<file path="src/rtl/led_cube_uart_rx_poller.sv">
// led_cube_uart_rx_poller
// Avalon-MM master that polls a UART status register. When RRDY is set and the
// local byte FIFO has room, it reads rxdata and buffers the low byte. Buffered
// bytes leave on a valid/ready stream, each tagged with a frame-start flag
// marking byte 0 of every FRAME_BYTES-long LED cube frame.
//
// Stream handshake: m_valid is high whenever the FIFO holds a byte. m_data and
// m_frame_start are stable and meaningful while m_valid=1. A byte is consumed
// on every rising clock edge where m_valid=1 and m_ready=1. m_valid never
// depends on m_ready.
module led_cube_uart_rx_poller #(
    parameter int                DATA_W      = 16,
    parameter int                ADDR_W      = 5,
    parameter logic [ADDR_W-1:0] STATUS_ADDR = ADDR_W'('h08),
    parameter logic [ADDR_W-1:0] RXDATA_ADDR = ADDR_W'('h00),
    parameter int                RRDY_BIT    = 7,
    parameter int                FIFO_DEPTH  = 16,
    parameter int                FRAME_BYTES = 64,
    parameter int                POLL_GAP    = 0,
    parameter int                TIMEOUT     = 255
) (
    input  logic                          clock_sink_clk,
    input  logic                          reset_sink_reset,
    input  logic                          enable,
    output logic                          avalon_master_read,
    output logic [ADDR_W-1:0]             avalon_master_address,
    input  logic [DATA_W-1:0]             avalon_master_readdata,
    input  logic                          avalon_master_readdatavalid,
    input  logic                          avalon_master_waitrequest,
    output logic [7:0]                    m_data,
    output logic                          m_valid,
    input  logic                          m_ready,
    output logic                          m_frame_start,
    output logic [$clog2(FIFO_DEPTH):0]   fifo_level,
    output logic [15:0]                   byte_count,
    output logic                          timeout_err,
    input  logic                          err_clear,
    output logic [2:0]                    fsm_state
);

    localparam int PTR_W = $clog2(FIFO_DEPTH);
    localparam int LVL_W = PTR_W + 1;
    localparam int FI_W  = (FRAME_BYTES > 1) ? $clog2(FRAME_BYTES) : 1;

    typedef enum logic [2:0] {
        S_GAP   = 3'd0,
        S_POLL  = 3'd1,
        S_WSTAT = 3'd2,
        S_RD    = 3'd3,
        S_WDATA = 3'd4
    } state_t;

    state_t             state;
    state_t             next_state;
    logic [15:0]        gap_cnt;
    logic [15:0]        to_cnt;
    logic               gap_done;
    logic               to_last;
    logic               timeout_hit;
    logic               push;
    logic               pop;
    logic               fifo_full;
    logic [PTR_W-1:0]   wr_ptr;
    logic [PTR_W-1:0]   rd_ptr;
    logic [LVL_W-1:0]   level;
    logic [FI_W-1:0]    frame_idx;
    logic [8:0]         mem [FIFO_DEPTH];
    logic               unused_rdata;

    // Only the RRDY bit and the low byte are meaningful; fold the rest away.
    assign unused_rdata = ^avalon_master_readdata;

    assign gap_done  = (gap_cnt >= 16'(POLL_GAP));
    assign to_last   = (to_cnt >= 16'(TIMEOUT - 1));
    assign fifo_full = (level == LVL_W'(FIFO_DEPTH));
    assign pop       = m_valid & m_ready;
    assign fsm_state = state;

    // State register; reset abandons any bus transaction in flight.
    always_ff @(posedge clock_sink_clk or negedge reset_sink_reset) begin
        if (!reset_sink_reset) state <= S_GAP;
        else                   state <= next_state;
    end

    // Next-state and bus outputs. Requests are held while waitrequest=1, so
    // enable only gates the start of a new poll from S_GAP.
    always_comb begin
        next_state            = state;
        avalon_master_read    = 1'b0;
        avalon_master_address = STATUS_ADDR;
        push                  = 1'b0;
        timeout_hit           = 1'b0;
        case (state)
            S_GAP: begin
                if (gap_done && enable) next_state = S_POLL;
            end
            S_POLL: begin
                avalon_master_read = 1'b1;
                if (!avalon_master_waitrequest) next_state = S_WSTAT;
            end
            S_WSTAT: begin
                if (avalon_master_readdatavalid) begin
                    // A full FIFO leaves the byte waiting inside the UART.
                    if (avalon_master_readdata[RRDY_BIT] && !fifo_full) next_state = S_RD;
                    else                                                next_state = S_GAP;
                end else if (to_last) begin
                    timeout_hit = 1'b1;
                    next_state  = S_GAP;
                end
            end
            S_RD: begin
                avalon_master_read    = 1'b1;
                avalon_master_address = RXDATA_ADDR;
                if (!avalon_master_waitrequest) next_state = S_WDATA;
            end
            S_WDATA: begin
                if (avalon_master_readdatavalid) begin
                    push       = 1'b1;
                    next_state = S_POLL;
                end else if (to_last) begin
                    timeout_hit = 1'b1;
                    next_state  = S_GAP;
                end
            end
            default: next_state = S_GAP;
        endcase
    end

    // Poll gap counter: counts up while in S_GAP and saturates once done.
    always_ff @(posedge clock_sink_clk or negedge reset_sink_reset) begin
        if (!reset_sink_reset)      gap_cnt <= '0;
        else if (state != S_GAP)    gap_cnt <= '0;
        else if (!gap_done)         gap_cnt <= gap_cnt + 16'd1;
    end

    // Read-response timeout counter: cycles spent waiting for readdatavalid.
    always_ff @(posedge clock_sink_clk or negedge reset_sink_reset) begin
        if (!reset_sink_reset) begin
            to_cnt <= '0;
        end else if ((state == S_WSTAT || state == S_WDATA) &&
                     !avalon_master_readdatavalid && !to_last) begin
            to_cnt <= to_cnt + 16'd1;
        end else begin
            to_cnt <= '0;
        end
    end

    // Sticky timeout flag; a new timeout beats a simultaneous clear.
    always_ff @(posedge clock_sink_clk or negedge reset_sink_reset) begin
        if (!reset_sink_reset) timeout_err <= 1'b0;
        else if (timeout_hit)  timeout_err <= 1'b1;
        else if (err_clear)    timeout_err <= 1'b0;
    end

    // Frame position and total byte counter, both advanced per accepted byte.
    always_ff @(posedge clock_sink_clk or negedge reset_sink_reset) begin
        if (!reset_sink_reset) begin
            frame_idx  <= '0;
            byte_count <= '0;
        end else if (push) begin
            byte_count <= byte_count + 16'd1;
            if (frame_idx == FI_W'(FRAME_BYTES - 1)) frame_idx <= '0;
            else                                     frame_idx <= frame_idx + FI_W'(1);
        end
    end

    // FIFO storage: {frame_start_flag, byte}.
    always_ff @(posedge clock_sink_clk) begin
        if (push) mem[wr_ptr] <= {(frame_idx == '0), avalon_master_readdata[7:0]};
    end

    // FIFO pointers and level; push and pop together leave the level unchanged.
    always_ff @(posedge clock_sink_clk or negedge reset_sink_reset) begin
        if (!reset_sink_reset) begin
            wr_ptr <= '0;
            rd_ptr <= '0;
            level  <= '0;
        end else begin
            if (push) wr_ptr <= wr_ptr + PTR_W'(1);
            if (pop)  rd_ptr <= rd_ptr + PTR_W'(1);
            case ({push, pop})
                2'b10:   level <= level + LVL_W'(1);
                2'b01:   level <= level - LVL_W'(1);
                default: level <= level;
            endcase
        end
    end

    assign fifo_level    = level;
    assign m_valid       = (level != '0);
    assign m_data        = mem[rd_ptr][7:0];
    assign m_frame_start = m_valid & mem[rd_ptr][8];

endmodule

</file>
<file path="config.mk">
export PLATFORM = sky130hd
export DESIGN_NAME = led_cube_uart_rx_poller
export DESIGN_NICKNAME = d
export VERILOG_FILES = /design/src/rtl/led_cube_uart_rx_poller.sv
export SDC_FILE = /design/constraint.sdc
export NUM_CORES = 1
export LEC_CHECK = 0
export ABC_AREA = 1
export CAP_MARGIN = 10
export CORE_MARGIN = 5
export CORE_UTILIZATION = 35
export CTS_BUF_LIST = sky130_fd_sc_hd__clkbuf_8 sky130_fd_sc_hd__clkbuf_16
export CTS_CLUSTER_DIAMETER = 50
export DETAILED_ROUTE_END_ITERATION = 8
export GPL_ROUTABILITY_DRIVEN = 0
export HOLD_SLACK_MARGIN = 0.05
export PLACE_DENSITY_LB_ADDON = 0.25
export SLEW_MARGIN = 20
export SYNTH_ARGS = -nofsm -noshare
export SYNTH_HDL_FRONTEND = slang
export SYNTH_SLANG_ARGS = --single-unit
</file>
<file path="constraint.sdc">
create_clock -name clock_sink_clk -period 7 [get_ports clock_sink_clk]
set_clock_uncertainty 0.2 [all_clocks]
set_input_delay 1.05 -clock clock_sink_clk [delete_from_list [all_inputs] [get_ports clock_sink_clk]]
set_output_delay 1.05 -clock clock_sink_clk [all_outputs]
set_load 0.005 [all_outputs]
</file>
# After elaboration in Yosys (flattened, before gate mapping)
# Memory sizes are Yosys's and may differ from the RTL's.
# Index checks and enable logic that the tools add are counted.
# op_classes
n_bitwise	2
n_addsub	8
order_cmp	2
eq_ne	12
mux	24
reduce_logical	17
# op_table
cell	count
adder 16 x 1 -> 16 bit (second input constant)	3
two-way mux 16 bit	3
two-way mux 3 bit	6
greater-or-equal comparator 16 x 1 -> 1 bit (second input constant)	1
greater-or-equal comparator 16 x 8 -> 1 bit (second input constant)	1
case mux 3 bit (5 select lines)	1
two-way mux 1 bit	10
case mux 5 bit (2 select lines)	1
adder 4 x 1 -> 4 bit (second input constant)	2
adder 6 x 1 -> 6 bit (second input constant)	1
== test 3 x 2 -> 1 bit (second input constant)	2
== test 6 bit (second input constant)	1
zero test 6 bit	1
two-way mux 6 bit	1
!= test 2 bit (second input constant)	3
adder 5 x 1 -> 5 bit (second input constant)	1
== test 5 bit (second input constant)	1
nonzero test 5 bit	1
subtractor 5 x 1 -> 5 bit (second input constant)	1
logical AND 1 bit	4
two-way mux 4 bit	1
nonzero test 2 bit	2
OR reduction 2 bit	2
== test 3 x 1 -> 1 bit (second input constant)	1
other kinds (11)	14
# word_totals
mem_count	1
wordCells	75
output_inout_bits	41
inputBits	23
ram_bits	144
reg_bits	71
# mem_list
name	words	word_bits	read_ports	rd_clocked_by_memory_dff	write_ports	line	text
mem	16	9	1	0	1	67	logic [8:0] mem [FIFO_DEPTH];

# Depth between registers and ports, before layout
# logic_depth
depth_word	6
ltp_mapped	11
mapped_depth_nobuf	11

# Least setup slack after synthesis
# OpenSTA, ideal clock, no wires.
# synth_path
kind	in2reg
startpoint	in m_ready
endpoint	reg level[4], in the netlist fifo_level[4]
path_stages	9
t_arrival_ns	2.303
setup_slack_ns	4.371
required_time_ns	6.674
n_path_buf	0
setup_ns	0.126
cell_sequence	nand2_1 > inv_1 > ha_1 > fa_1 > a21oi_1 > o21bai_1 > xor2_1 > nand2_1 > o21ai_0
# synth_via
elab_chain_cells	3
word_cells_on_any_way	5
cone_classes	eq/ne: 2; mux: 1; bitwise: 1; reduce/logical: 1
# synth_rtl
item	line	text
start: declaration	32	input logic m_ready,
bitwise AND 1 bit *	76	assign pop = m_valid & m_ready;
net pop	61	logic pop;
== test 2 x 1 -> 1 bit or == test 2 bit (tied branches)	181	case ({push, pop})
case mux 5 bit (2 select lines) or nonzero test 2 bit (tied branches)	--	
end signal: assignment	182	2'b10: level <= level + LVL_W'(1);
end signal: assignment	183	2'b01: level <= level - LVL_W'(1);
end signal: assignment	184	default: level <= level;
end: declaration	65	logic [LVL_W-1:0] level;
# Mark *: on every way through the listed nets, which the timed path passes. The rest lies on a longest branch.
# A chain may end at the register's enable or synchronous reset.

# Final worst setup path
# layout_path
startpoint	reg rd_ptr[0]
endpoint	out m_frame_start
# layout_via
elab_chain_cells	2
# layout_rtl
item	line	text
start: declaration	64	logic [PTR_W-1:0] rd_ptr;
start signal: assignment	180	if (pop) rd_ptr <= rd_ptr + PTR_W'(1);
memory (16 x 9 bit)	--	
bitwise AND 1 bit	192	assign m_frame_start = m_valid & mem[rd_ptr][8];
end: declaration	33	output logic m_frame_start,
# No other way between the ends.

==> metrics.cfg <==
[sta]
hold_violations = 0
setup_viol = 0
max_freq_mhz = 228
finalSetupTns_ns = 0
grt_setup_unrepaired = false
tightest_slew_ns = 1.15
slew_violations = 0
relSlewSlack_pct = 23.0
fin_crit_sh_pct = 62.8
fin_crit_ns = 4.39

[clock_tree]
clkTransAtPathRegs_ns = 0.08
numCtsBuffers = 17
cts_hold_buf = 0
clock_latency_ns = 0.45
cts-resized-gates = 0
clock-sinks = 199
postCtsSetupBuffers = 0
cts-htree-levels = 4
clockRootBuffer = clkbuf_16
cts_tree = built
cts_buffer_depth = 2

[synth]
synth_seq_cells = 199
ys.flop_type = edfxtp_1
syn_area_per_cell_um2 = 11.1
synth_warnings = 0
synthCells = 775
synth_enable_flop_cells = 144
ys_seq_area_share_pct = 66.4
async_flop_share_pct = 27.6
synthTopCellsByArea = edfxtp_1 50%, dfrtp_1 16%, nor2_1 6.6%
yosys.area.top_type_share_pct = 50.3
synth.largest_area_cell = edfxtp_1
netlist_area_um2 = 8590
ys_types = 39

[pwr]
power_leakage_nw = 3.69
p_per_area_nw_per_um2 = 359
seq_power_share_pct = 40.1
p_sw_w = 0.00130
power_frac_comb_pct = 32.7
switching_share_pct = 36.0
clock_power_share_pct = 27.2
p_int_w = 0.00231
ir_drop_v = 0.000224

[floorplan]
core_area_um2 = 24200
num_rows = 57
boundaryPins = 64
die_x_um = 167
die_area_um2 = 27800
die_h_um = 167
start_util_pct = 35.4

[global_route]
grt_pass1_vias = 5418
grt_pass1_wl_um = 30200
antenna_found_initial = 0
gr-usage-all-layers_pct = 13.8
gr-total-overflow = 0
grt_max_degree = 76

[hold_path]
hold_class = reg2reg
min_path_cells = 1

[drt]
postRouteWirelength_um = 18800
wire_per_inst_um = 16.1
drt_iter0_markers = 403
via_per_inst = 4.77
drt-pass1-iter-count = 4
via_count = 5567
drc = 0
ant_nets = 0

[layout]
layout_commonest_cell = nor2_1
antennaDiodeCount = 0
finalNonFillerCells = 1168
areaGrowthSynthToFinish_pct = 16.8
post-route-util_pct = 41.4
nFillCells = 2331
fin_area_um2 = 10000
drive_gt1_share_pct = 7.11
most-common-layout-cells = 151 x nor2_1, 144 x edfxtp_1, 117 x nand2_1
layout.nets = 869

[critical_path]
r2r_slack_ns = 3.98
path_common_cell = nand2_1
critPathMaxFanout = 75
path_delay_family = buffers and inverters
crit_chain = buf_4 > inv_4 > nand2_1 > nand3_1 > nand3_1 > nand2_1 > nand2_1 > a21boi_0 > clkdlybuf4s50_1
endpoint_kind = primary output
required_ns = 5.75
setup.worst_path.class = reg2out
start_kind = register
worstSetupPathDepth = 9
worst-path-buf-inv = 3
max_stage_delay_ns = 0.68
cp.arrival_ns = 3.14
slowest_stage = inv_4
rr_worst_depth = 5

[placement]
hpwl_um = 11100
placed_cell_area_um2 = 9430
placed_cells = 1136
port_buffers = 51

[status]
status = finished, final reports clean

[flow_run]
maxCapViolations = 0

## metrics by stage
step / hold WS (ns) / power [W] / worst slack [ns]
floorplan: 0.255 / 0.00219 / 4.37
global placement: 0.285 / 0.00265 / 2.95
detailed placement: 0.283 / 0.00267 / 2.91
CTS: 0.294 / 0.00365 / 2.55
global route: 0.312 / 0.00386 / 2.26
finish: 0.296 / 0.00360 / 2.61
## cell families (layout without fill, tap and decap cells)
kind of cell | Yosys count | in the layout | share of synthesized area, %
AND/OR/NAND/NOR | 341 | 341 | 16.7
flip-flops | 199 | 199 | 66.4
AO/OA/AOI/OAI | 120 | 120 | 8.09
buffers and inverters | 73 | 132 | 3.88
XOR/XNOR | 26 | 26 | 2.65
adder cells (fa/ha/maj) | 15 | 15 | 2.27
other | 1 | 11 | 0.0437
## synthesized netlist by cell type (5+ instances only)
cell	n
nor2_1	152
edfxtp_1	144
nand2_1	117
o21ai_0	76
dfrtp_1	55
nand3_1	45
inv_1	35
o211ai_1	29
xor2_1	18
ha_1	14
buf_2	12
clkbuf_1	12
xnor2_1	8
a21oi_1	7
buf_4	5
nand4_1	5
nor3_1	5
## final cells by class
cell class	count	area (um^2)	area share (%)
flip-flops and latches	199	5700	56.8
well taps	324	405	4.04
clock inverters	15	170	1.70
multi-input cells	513	2600	25.9
inverters	40	153	1.52
clock buffers	17	425	4.24
repair buffers	60	573	5.71
## worst reg2reg max path: stages, from the launching register on
cell,delay [ns]
dfrtp_1,0.48
nor2_4,0.17
nand2_2,0.09
nor2_4,0.51
nand2_1,0.25
nor2_1,0.92
## flip-flops by register name, indices dropped and copies added, names as in the netlist
signal,cells
fsm_state,3
rd_ptr,4
byte_count,16
fifo_level,5
wr_ptr,4
timeout_err,1
frame_idx,6
mem,144
to_cnt,16
## final timing paths
kind	startpoint	endpoint
min in group asynchronous	reset_sink_reset	byte_count[7]$_DFFE_PN0P_
hold reg to reg	to_cnt[0]$_DFF_PN0_	to_cnt[0]$_DFF_PN0_
max in group asynchronous	reset_sink_reset	rd_ptr[0]$_DFFE_PN0P_
setup / recovery	rd_ptr[0]$_DFFE_PN0P_	m_frame_start
setup reg to reg	fsm_state[1]$_DFFE_PN0P_	mem[12][4]$_DFFE_PP_
hold / removal	to_cnt[0]$_DFF_PN0_	to_cnt[0]$_DFF_PN0_
## power groups by stage
| stage | Sequential [W] | Combinational (W) | Clock (W) |
|---|---|---|---|
| after global placement | 0.00147 | 0.00118 | 0 |
| after detailed placement | 0.00147 | 0.00120 | 0 |
| after CTS | 0.00145 | 0.00120 | 0.00100 |
| after floorplan | 0.00145 | 0.000739 | 0 |
| after global routing | 0.00146 | 0.00134 | 0.00106 |
| final | 0.00145 | 0.00118 | 0.000979 |
## per-layer routing
metal | GRT usage, % | part of all wire [%] | vias to the layer above
met5 | 0 | 0 | -
met4 | 3.42 | 0.88 | 0
met3 | 3.18 | 4.2 | 16
met2 | 23.1 | 49 | 90
met1 | 18.4 | 46 | 2691
li1 | - | - | 2770
(Power assumes the default switching activity.)
